`src/rtl/ibex_pkg.sv`:
```
// rtl/ibex_pkg.sv - shared types for the register file write-port sequencer
package ibex_pkg;

  typedef enum logic {
    RF_SEQ_CLEAR = 1'b0,
    RF_SEQ_RUN   = 1'b1
  } rf_seq_state_e;

endpackage

```
`src/rtl/ibex_rf_wr_sequencer.sv`:
```
// rtl/ibex_rf_wr_sequencer.sv - sequences clear sweep, core writeback and debug writes onto the rf write port
module ibex_rf_wr_sequencer
  import ibex_pkg::*;
#(
  parameter bit                   RV32E        = 1'b0,
  parameter int unsigned          DataWidth    = 32,
  parameter logic [DataWidth-1:0] WordClearVal = '0,
  parameter bit                   ClearOnReset = 1'b1,
  parameter int unsigned          StarveLimit  = 4
) (
  input  logic                 clk_i,
  input  logic                 rst_i,
  input  logic                 clear_req_i,
  output logic                 busy_o,
  output logic                 clear_done_o,
  input  logic                 core_we_i,
  input  logic [4:0]           core_waddr_i,
  input  logic [DataWidth-1:0] core_wdata_i,
  output logic                 core_ready_o,
  input  logic                 dbg_req_i,
  input  logic [4:0]           dbg_waddr_i,
  input  logic [DataWidth-1:0] dbg_wdata_i,
  output logic                 dbg_gnt_o,
  output logic                 rf_we_o,
  output logic [4:0]           rf_waddr_o,
  output logic [DataWidth-1:0] rf_wdata_o
);

  localparam int unsigned NUM_WORDS    = RV32E ? 16 : 32;
  localparam int unsigned ADDR_WIDTH   = $clog2(NUM_WORDS);
  localparam int unsigned STARVE_WIDTH = $clog2(StarveLimit + 1);

  localparam logic [ADDR_WIDTH-1:0]   LAST_ADDR  = ADDR_WIDTH'(NUM_WORDS - 1);
  localparam logic [ADDR_WIDTH-1:0]   FIRST_ADDR = ADDR_WIDTH'(1);
  localparam logic [STARVE_WIDTH-1:0] STARVE_MAX = STARVE_WIDTH'(StarveLimit);

  rf_seq_state_e             state_q, state_d;
  logic [ADDR_WIDTH-1:0]     cnt_q, cnt_d;
  logic [STARVE_WIDTH-1:0]   starve_q, starve_d;

  logic                 forced;
  logic                 wr_en;
  logic [4:0]           wr_addr;
  logic [DataWidth-1:0] wr_data;

  assign forced = dbg_req_i && (starve_q == STARVE_MAX);

  always_ff @(posedge clk_i) begin
    if (rst_i) begin
      state_q  <= ClearOnReset ? RF_SEQ_CLEAR : RF_SEQ_RUN;
      cnt_q    <= FIRST_ADDR;
      starve_q <= '0;
    end else begin
      state_q  <= state_d;
      cnt_q    <= cnt_d;
      starve_q <= starve_d;
    end
  end

  always_comb begin
    state_d      = state_q;
    cnt_d        = cnt_q;
    starve_d     = starve_q;
    wr_en        = 1'b0;
    wr_addr      = '0;
    wr_data      = '0;
    busy_o       = 1'b0;
    clear_done_o = 1'b0;
    core_ready_o = 1'b0;
    dbg_gnt_o    = 1'b0;

    unique case (state_q)
      RF_SEQ_CLEAR: begin
        busy_o  = 1'b1;
        wr_en   = 1'b1;
        wr_addr = 5'(cnt_q);
        wr_data = WordClearVal;
        if (cnt_q == LAST_ADDR) begin
          clear_done_o = 1'b1;
          state_d      = RF_SEQ_RUN;
          cnt_d        = FIRST_ADDR;
        end else begin
          cnt_d = cnt_q + FIRST_ADDR;
        end
      end
      RF_SEQ_RUN: begin
        if (clear_req_i) begin
          state_d = RF_SEQ_CLEAR;
          cnt_d   = FIRST_ADDR;
        end else if (forced) begin
          dbg_gnt_o = 1'b1;
          wr_en     = 1'b1;
          wr_addr   = dbg_waddr_i;
          wr_data   = dbg_wdata_i;
        end else begin
          core_ready_o = 1'b1;
          if (core_we_i) begin
            wr_en   = 1'b1;
            wr_addr = core_waddr_i;
            wr_data = core_wdata_i;
          end else if (dbg_req_i) begin
            dbg_gnt_o = 1'b1;
            wr_en     = 1'b1;
            wr_addr   = dbg_waddr_i;
            wr_data   = dbg_wdata_i;
          end
        end
      end
      default: ;
    endcase

    // Saturate so a clear request landing on the limit cycle cannot overflow the counter.
    if (!dbg_req_i || dbg_gnt_o) begin
      starve_d = '0;
    end else if (state_q == RF_SEQ_RUN && core_we_i && starve_q != STARVE_MAX) begin
      starve_d = starve_q + STARVE_WIDTH'(1);
    end

    rf_we_o    = wr_en && (wr_addr != 5'd0);
    rf_waddr_o = wr_addr;
    rf_wdata_o = wr_data;

    if (rst_i) begin
      rf_we_o      = 1'b0;
      rf_waddr_o   = '0;
      rf_wdata_o   = '0;
      core_ready_o = 1'b0;
      dbg_gnt_o    = 1'b0;
      clear_done_o = 1'b0;
      busy_o       = 1'b1;
    end
  end

endmodule

```
`config.mk`:
```
export PLATFORM = sky130hd
export DESIGN_NAME = ibex_rf_wr_sequencer
export DESIGN_NICKNAME = d
export VERILOG_FILES = /design/src/rtl/ibex_pkg.sv /design/src/rtl/ibex_rf_wr_sequencer.sv
export SDC_FILE = /design/constraint.sdc
export NUM_CORES = 1
export LEC_CHECK = 0
export CAP_MARGIN = 20
export CORE_ASPECT_RATIO = 0.7
export CORE_MARGIN = 5
export CORE_UTILIZATION = 23
export DETAILED_ROUTE_END_ITERATION = 7
export PLACE_DENSITY = 0.85
export RECOVER_POWER = 25
export SYNTH_ARGS = -nofsm -noshare
export SYNTH_HDL_FRONTEND = slang
export SYNTH_SLANG_ARGS = --single-unit
```
`constraint.sdc`:
```
create_clock -name clk_i -period 2 [get_ports clk_i]
set_input_delay 0.4 -clock clk_i [delete_from_list [all_inputs] [get_ports clk_i]]
set_output_delay 0.4 -clock clk_i [all_outputs]
set_load 0.1 [all_outputs]
```
**Yosys cells after proc, flatten, opt, wreduce, memory -nomap -nowiden**

Index checks and enable logic that the tools add are counted.

- Reduce and logical (&&, ||, !) cells: 8
- Add/subtract/negate cells: 2
- Bitwise logic cells: 1
- Multiplexer cells: 37
- Eq/ne operators: 4

Operators by type and width:

| cell | count |
|---|---|
| 32-bit 2-to-1 mux | 5 |
| 32-bit one-hot mux with 2 select lines | 1 |
| 5-bit 2-to-1 mux | 7 |
| 1-bit 2-to-1 mux | 20 |
| 5-bit one-hot mux with 2 select lines | 2 |
| 5-bit by 1-bit adder with 5-bit output (second input constant) | 1 |
| 5-bit equality test (second input constant) | 1 |
| 5-bit nonzero test | 1 |
| 1-bit logical AND | 4 |
| 1-bit one-hot mux with 2 select lines | 2 |
| 3-bit by 1-bit adder with 3-bit output (second input constant) | 1 |
| 3-bit equality test (second input constant) | 1 |
| 3-bit inequality test (second input constant) | 1 |
| 2-bit inequality test (second input constant) | 1 |
| 2-bit OR reduction | 1 |
| 1-bit logical NOT | 1 |
| 1-bit logical OR | 1 |
| 1-bit inverter | 1 |

- Logic and storage cells: 55
- Bits of input ports: 79
- Register bits after elaboration: 9
- Output and inout bits: 42

**Logic depth before layout (Yosys ltp)**

Gate-level depths: netlist (run 1).

- Depth after elaboration: 8
- Mapped depth: 8
- Mapped depth without buffers: 7

**Worst setup path before layout (run 1)**

OpenSTA, ideal clock, no wires.

- Path type: reg-to-output
- From: reg starve_q[0]
- To: out rf_wdata_o[10]
- Cell stages (with the launch flop): 9
- Data required time: 1.600 ns
- Arrival: 3.274 ns
- Path slack: -1.674 ns
- Buffers on the path: 2
- Cells stage by stage: dfxtp_1 -> inv_1 -> ha_1 -> nand3_1 -> nor3b_2 -> and2_1 -> clkbuf_1 -> buf_2 -> a22o_1

- Longest elaborated chain between the ends: 6

RTL lines:

| what | RTL line | text |
|---|---|---|
| start: declaration | ibex_rf_wr_sequencer.sv:39 | `logic [STARVE_WIDTH-1:0] starve_q, starve_d;` |
| start signal: assignment | ibex_rf_wr_sequencer.sv:56 | `starve_q <= starve_d;` |
| 3-bit equality test | ibex_rf_wr_sequencer.sv:46 | `assign forced = dbg_req_i && (starve_q == STARVE_MAX);` |
| 1-bit logical AND | ibex_rf_wr_sequencer.sv:46 |  |
| 32-bit 2-to-1 mux | ibex_rf_wr_sequencer.sv:90 | `end else if (forced) begin` |
| 32-bit 2-to-1 mux | ibex_rf_wr_sequencer.sv:87 | `if (clear_req_i) begin` |
| 32-bit one-hot mux with 2 select lines | ibex_rf_wr_sequencer.sv:72 | `unique case (state_q)` |
| 32-bit 2-to-1 mux | ibex_rf_wr_sequencer.sv:123 | `if (rst_i) begin` |
| end: declaration | ibex_rf_wr_sequencer.sv:26 | `output logic [DataWidth-1:0] rf_wdata_o` |

Every way passes these cells.

**Worst setup path after layout (run 1)**

- From: reg starve_q[0]
- To: out rf_we_o

- Longest elaborated chain between the ends: 8
- Elaborated cells between the ends (all ways): 11
- Those cells by class: 1 x eq/ne; 7 x mux; 3 x reduce/logical

RTL lines:

| what | RTL line | text |
|---|---|---|
| 3-bit equality test * | ibex_rf_wr_sequencer.sv:46 |  |
| 1-bit logical AND * | ibex_rf_wr_sequencer.sv:46 |  |
| 5-bit 2-to-1 mux | ibex_rf_wr_sequencer.sv:90 |  |
| 5-bit 2-to-1 mux | ibex_rf_wr_sequencer.sv:87 |  |
| 5-bit one-hot mux with 2 select lines | ibex_rf_wr_sequencer.sv:72 |  |
| 5-bit nonzero test | ibex_rf_wr_sequencer.sv:119 | `rf_we_o = wr_en && (wr_addr != 5'd0);` |
| 1-bit logical AND * | ibex_rf_wr_sequencer.sv:119 |  |
| 1-bit 2-to-1 mux * | ibex_rf_wr_sequencer.sv:123 |  |
| end: declaration | ibex_rf_wr_sequencer.sv:24 | `output logic rf_we_o,` |

Every way passes the cells marked *; elsewhere a longest branch is shown, timed or not.

==> results of run 1 <==
==> metal layers <==
metal / GRT usage (%) / part of all wire (%) / vias to the layer above
li1: - / - / 767
met1: 30.2 / 36 / 882
met2: 52.2 / 52 / 108
met3: 9.63 / 10 / 16
met4: 7.09 / 2.5 / 0
met5: 0 / 0 / -
==> cells in the mapped netlist <==
master	count
ha_1	4
nand3_1	2
nand2b_4	1
or3_1	1
and2b_1	1
nand4_1	2
and2_1	1
and3_1	1
dfxtp_1	9
nand3b_1	1
buf_6	3
nor3_1	2
a22o_1	32
a311oi_1	1
xor2_1	1
nand2b_1	2
nor2_1	14
nor3b_2	1
a211oi_4	1
buf_2	3
and4_1	1
buf_4	1
nand2_2	1
a222oi_1	5
a221oi_2	1
o21ai_0	3
nor2b_1	1
a21oi_1	5
and3_4	1
o21bai_1	1
xnor2_1	1
nand2_1	4
inv_1	4
mux2i_1	1
clkbuf_1	3
==> sequential cells by signal, indices dropped and copies added, names as in the netlist <==
signal and flops:
cnt_q 5, state_q 1, starve_q 3
==> metrics by stage <==
step                cells  hold slack (ns)  setup WS (ns)  utilization [%]
floorplan             116            0.469         -0.687                -
global placement      300            0.498         -0.635             78.7
detailed placement    300            0.499         -0.727             78.7
CTS                   322            0.508         -0.427             88.1
global route          321            0.619         -0.562             88.0
finish                321            0.602         -0.489             88.0
==> critical path: cells and delay by family (launching register included) <==
kind	cells	cell delay, ns
compound gates	3	0.60
buf+inv	3	0.44
simple gates	2	0.33
flops	1	0.32
fa+ha+maj	1	0.16
==> logic make-up (layout without fill, tap and decap cells) <==
logic type / Yosys count / after routing
AND/OR/NAND/NOR: 37 / 37
flip-flops: 9 / 9
buffers and inverters: 14 / 167
AO/OA/AOI/OAI: 49 / 49
adder cells (fa/ha/maj): 4 / 4
XOR/XNOR: 2 / 2
multiplexers: 1 / 1
==> final cells by class <==
cell class,instances,area (um^2)
repair buffers,159,2100
multi-input cells,93,1100
fillers,171,480
flip-flops and latches,9,191
well taps,52,65.1
clock buffers,4,45.0
inverters,4,15.0
==> worst max path at each step <==
stage	startpoint	endpoint	slack (ns)	depth (start not counted)
after floorplan	starve_q[1]$_SDFFE_PP0P_	rf_wdata_o[10]	-0.69	8
after global placement	clear_req_i	rf_we_o	-0.64	7
after detailed placement	clear_req_i	rf_we_o	-0.73	7
after CTS	starve_q[0]$_SDFFE_PP0P_	rf_we_o	-0.43	9
after global routing	starve_q[0]$_SDFFE_PP0P_	rf_we_o	-0.56	9
final	starve_q[0]$_SDFFE_PP0P_	rf_we_o	-0.49	9
==> repair_timing <==
item                                    CTS  global route
resized for setup                        25            13
endpoints found under the setup margin   42            40
buffers inserted                         14             3
pin swaps                                13            29
cloned                                    6             2
==> where the power goes <==
group / internal, W / switching, W / leakage, nW
logic: 0.000201 / 0.000151 / 1.39
registers: 0.000188 / 0.0000138 / 0.0756
clock network: 0.000140 / 0.0000824 / 0.0228
==> impl_metrics.tcl, run 1 <==
set metrics [dict create \
    drv_slew 0 \
    yosysUniqueCellTypes 35 \
    drtIter0Drc 70 \
    critical_path.max_fanout 3 \
    dpl.hpwl_mm 4.83 \
    skew_ns 0.00770 \
    path_cells "inv_2 > ha_4 > nand2_4 > a211oi_4 > buf_4 > a222oi_1 > and4_1 > a221oi_4 > buf_12" \
    grt_max_degree 18 \
    layout-drive-gt1-share_pct 53.2 \
    min_path_type "reg -> reg" \
    min_from "starve_q[1]$_SDFFE_PP0P_" \
    timing.final.crit_share_pct 124 \
    rows 19 \
    slowest_stage "dfxtp_2" \
    num_antenna_cells 0 \
    worst-r2r-setup-slack_ns 0.32 \
    grt_pass1_vias 1867 \
    synth-xor-area-share_pct 1.81 \
    worstReg2RegEnd "cnt_q[3]$_SDFFE_PP0P_" \
    slew_headroom_pct 70.7 \
    vias_per_cell 5.52 \
    finalPower_w 0.000776 \
    end_kind "output pin" \
    synth_compound_area_share_pct 43.6 \
    drt.antenna.violating_nets 0 \
    tns_ns -12.44 \
    yosys.area_share.simple_pct 21.2 \
    syn_inst 116 \
    grt_pass1_wl_mm 11.8 \
    mostFrequentLayoutCells "clkdlybuf4s50_1 (74), buf_12 (45), a22o_4 (32)" \
    synth_area_leaders "a22o_1 (29%), dfxtp_1 (19%), nor2_1 (5.4%), a222oi_1 (5.2%), ha_1 (5.2%)" \
    num_vias 1773 \
    rsz0062_at_grt "yes" \
    die_x_um 87.5 \
    synth_top_family_by_area "compound AO/OA/AOI/OAI gates" \
    min_path_cells 3 \
    start_kind "flop" \
    dieArea_um2 5620 \
    cp.required_ns 1.60 \
    design_area_um2 3510 \
    synthAdderAreaFrac_pct 5.17 \
    status "complete, but fails checks" \
    hold_end "starve_q[1]$_SDFFE_PP0P_" \
    arrival_ns 2.09 \
    clkTransAtPathRegs_ns 0.04 \
    cts_tree "built" \
    port_buffers 120 \
    synth_seq_area_share_pct 18.6 \
    place_congestion 0.870 \
    placed_area_um2 3140 \
    final_common_cell "clkdlybuf4s50_1" \
    nets 353 \
    synth_top_area_share_pct 29.0 \
    synthMuxAreaShare_pct 1.03 \
    setup_viol 40 \
    violations "setup timing" \
    initial_utilization_pct 24.2 \
    setup_slack_ns -0.489 \
    antenna_found_initial 0 \
    core_um2 3990 \
    h-tree-depth 1 \
    drt-pass1-iter-count 5 \
    maxCapViolCount 0 \
    r2r_cells 6 \
    io_pins 121 \
    synth_top_area_cell "a22o_1" \
    routedWlPerCell_um 25.6 \
    max_stage_delay_ns 0.32 \
    critPathKind "reg -> out" \
    clk_latency_ns 0.24 \
    fin_crit_ns 2.49 \
    syn2layout_area_growth_pct 263 \
    ir_worst_vdd_uv 347 \
    gr-total-overflow 0 \
    hold_buffers 0 \
    drc 0 \
    synth.ff_latch_count 9 \
    avgSynthCellArea_um2 8.34 \
    ys_warn_count 0 \
    worstMarginPinSlew_ns 0.439 \
    numCtsBuffers 3 \
    syn_nets 199 \
    leakagePower_nw 1.48 \
    finalHoldViolCount 0 \
    power.density_nw_per_um2 221 \
    grt_usage_pct 28.1 \
    r2r_start "cnt_q[0]$_SDFFE_PP1P_" \
    fmax_mhz 402 \
    cts_buffer_depth 2 \
    die_y_um 64.3 \
    wirelength_mm 8.22 \
    cts_root_buffer "clkbuf_8" \
    synth_area_um2 967 \
    cts.sinks 9 \
]
No activity file was read; power rests on OpenSTA's default activity.
==> run 2: changes to the inputs <==
==> constraint.sdc (replaced) <==
create_clock -name clk_i -period 2 [get_ports clk_i]
set_input_delay 0.3 -clock clk_i [delete_from_list [all_inputs] [get_ports clk_i]]
set_output_delay 0.3 -clock clk_i [all_outputs]
set_load 0.1 [all_outputs]
==> impl_metrics.tcl, run 2 (synthesized netlist as in run 1, its figures left out) <==
set metrics [dict create \
    mostFrequentLayoutCells "clkdlybuf4s50_1 (75), buf_12 (47), a22o_4 (32)" \
    dpl.hpwl_mm 5.07 \
    timing.final.crit_share_pct 116 \
    cts_root_buffer "clkbuf_8" \
    cts.sinks 9 \
    arrival_ns 2.02 \
    die_x_um 87.5 \
    design_area_um2 3330 \
    p_clk_share_pct 28.9 \
    wirelength_mm 6.40 \
    drt-pass1-iter-count 4 \
    r2r_start "cnt_q[0]$_SDFFE_PP1P_" \
    fmax_mhz 431 \
    numCtsBuffers 3 \
    reg_top3 "cnt_q: 5 flops, starve_q: 3 flops, state_q: 1 flops" \
    worstMarginPinSlew_ns 0.350 \
    min_path_cells 2 \
    grt_pass1_vias 1633 \
    largest_register "cnt_q" \
    rows 19 \
    grt_max_degree 17 \
    final-seq-area_um2 185 \
    routedWlPerCell_um 20.6 \
    end_kind "output pin" \
    largest_reg_flops 5 \
    critPathKind "reg -> out" \
    critical_path.max_fanout 6 \
    dp.cells 299 \
    p_int_w 0.000521 \
    drc 0 \
    hold_buffers 0 \
    io_pins 121 \
    switching_share_pct 29.8 \
    initial_utilization_pct 24.2 \
    skew_ns 0.00500 \
    leakagePower_nw 1.40 \
    fill_cells 210 \
    drt.antenna.violating_nets 0 \
    placed_area_um2 3160 \
    finalHoldViolCount 0 \
    antenna_found_initial 0 \
    setup_slack_ns -0.320 \
    num_antenna_cells 0 \
    gr-total-overflow 0 \
    syn2layout_area_growth_pct 244 \
    worstReg2RegEnd "cnt_q[3]$_SDFFE_PP0P_" \
    min_from "cnt_q[2]$_SDFFE_PP0P_" \
    p_sw_w 0.000221 \
    fin_cells 310 \
    clkTransAtPathRegs_ns 0.05 \
    core_um2 3990 \
    seqPwrFrac_pct 26.7 \
    drtIter0Drc 71 \
    utilization_pct 83.3 \
    finalPower_w 0.000743 \
    start_kind "flop" \
    port_buffers 120 \
    multi_input_area_um2 1070 \
    hold_end "cnt_q[2]$_SDFFE_PP0P_" \
    power.density_nw_per_um2 223 \
    combPwrFrac_pct 44.4 \
    drv_slew 0 \
    violations "setup timing" \
    setup_viol 40 \
    ir_worst_vdd_uv 429 \
    grt_usage_pct 21.3 \
    place_congestion 0.893 \
    cp.required_ns 1.70 \
    worst-r2r-setup-slack_ns 0.40 \
    dieArea_um2 5620 \
    r2r_cells 6 \
    vias_per_cell 5.09 \
    slew_headroom_pct 76.7 \
    h-tree-depth 1 \
    rsz0062_at_grt "yes" \
    status "complete, but fails checks" \
    clk_latency_ns 0.23 \
    num_vias 1579 \
    grt_pass1_wl_mm 9.22 \
    fin_crit_ns 2.32 \
    maxCapViolCount 0 \
    layout-drive-gt1-share_pct 49.2 \
    min_path_type "reg -> reg" \
    nets 342 \
    cts_buffer_depth 2 \
    final_common_cell "clkdlybuf4s50_1" \
    cts_tree "built" \
    die_y_um 64.3 \
]
-- run 2: power groups by stage --
| stage | logic [W] | clock network [W] | registers, W |
|---|---|---|---|
| 3_3_place_gp | 0.000321 | 0 | 0.000200 |
| 4_1_cts | 0.000329 | 0.000223 | 0.000197 |
| 2_1_floorplan | 0.000100 | 0 | 0.000197 |
| 5_1_grt | 0.000345 | 0.000235 | 0.000199 |
| 3_5_place_dp | 0.000329 | 0 | 0.000200 |
| 6_report | 0.000330 | 0.000215 | 0.000198 |
-- run 2: worst max path at each step --
stage / from / end / slack [ns] / cells past startpoint
after floorplan: starve_q[1]$_SDFFE_PP0P_ / rf_wdata_o[10] / -0.59 / 8
after global placement: clear_req_i / rf_we_o / -0.45 / 7
after detailed placement: clear_req_i / rf_we_o / -0.49 / 7
after CTS: starve_q[0]$_SDFFE_PP0P_ / rf_we_o / -0.31 / 9
after global routing: starve_q[0]$_SDFFE_PP0P_ / rf_we_o / -0.42 / 9
final: starve_q[0]$_SDFFE_PP0P_ / rf_we_o / -0.32 / 9
-- run 2: cell type report --
type                    instances  share of cell area [%]
repair buffers                148                    58.5
flip-flops and latches          9                    5.56
well taps                      52                    1.95
multi-input cells              93                    32.2
clock buffers                   4                    1.35
inverters                       4                   0.451
-- run 2: metal layers --
| layer | global-route usage, % | wire length [um] | up-vias |
|---|---|---|---|
| li1 | - | - | 746 |
| met1 | 25.7 | 2500 | 732 |
| met2 | 36.5 | 3120 | 89 |
| met3 | 6.55 | 646 | 12 |
| met4 | 5.94 | 133 | 0 |
| met5 | 0 | 0 | - |
-- run 2: stage by stage --
stage | TNS (ns) | hold slack [ns] | setup slack [ns]
after global routing | -10.83 | 0.590 | -0.420
after detailed placement | -14.35 | 0.550 | -0.488
final | -7.99 | 0.558 | -0.320
after global placement | -13.19 | 0.492 | -0.445
after CTS | -8.12 | 0.556 | -0.309
after floorplan | -18.86 | 0.369 | -0.587
-- run 2: repair_timing --
| action | in CTS | in global routing |
|---|---|---|
| pin swaps | 9 | 0 |
| gates cloned | 2 | 0 |
| setup buffers | 7 | 0 |
| setup endpoints to repair | 40 | 40 |
| gates resized for setup | 11 | 2 |
-- run 2: worst max-delay path, stage by stage (launching register included) --
cell	delay (ns)
dfxtp_2	0.32
inv_2	0.07
ha_4	0.16
nand2_4	0.06
a211oi_4	0.23
buf_6	0.15
a222oi_1	0.07
and4_1	0.25
a221oi_4	0.26
buf_12	0.21
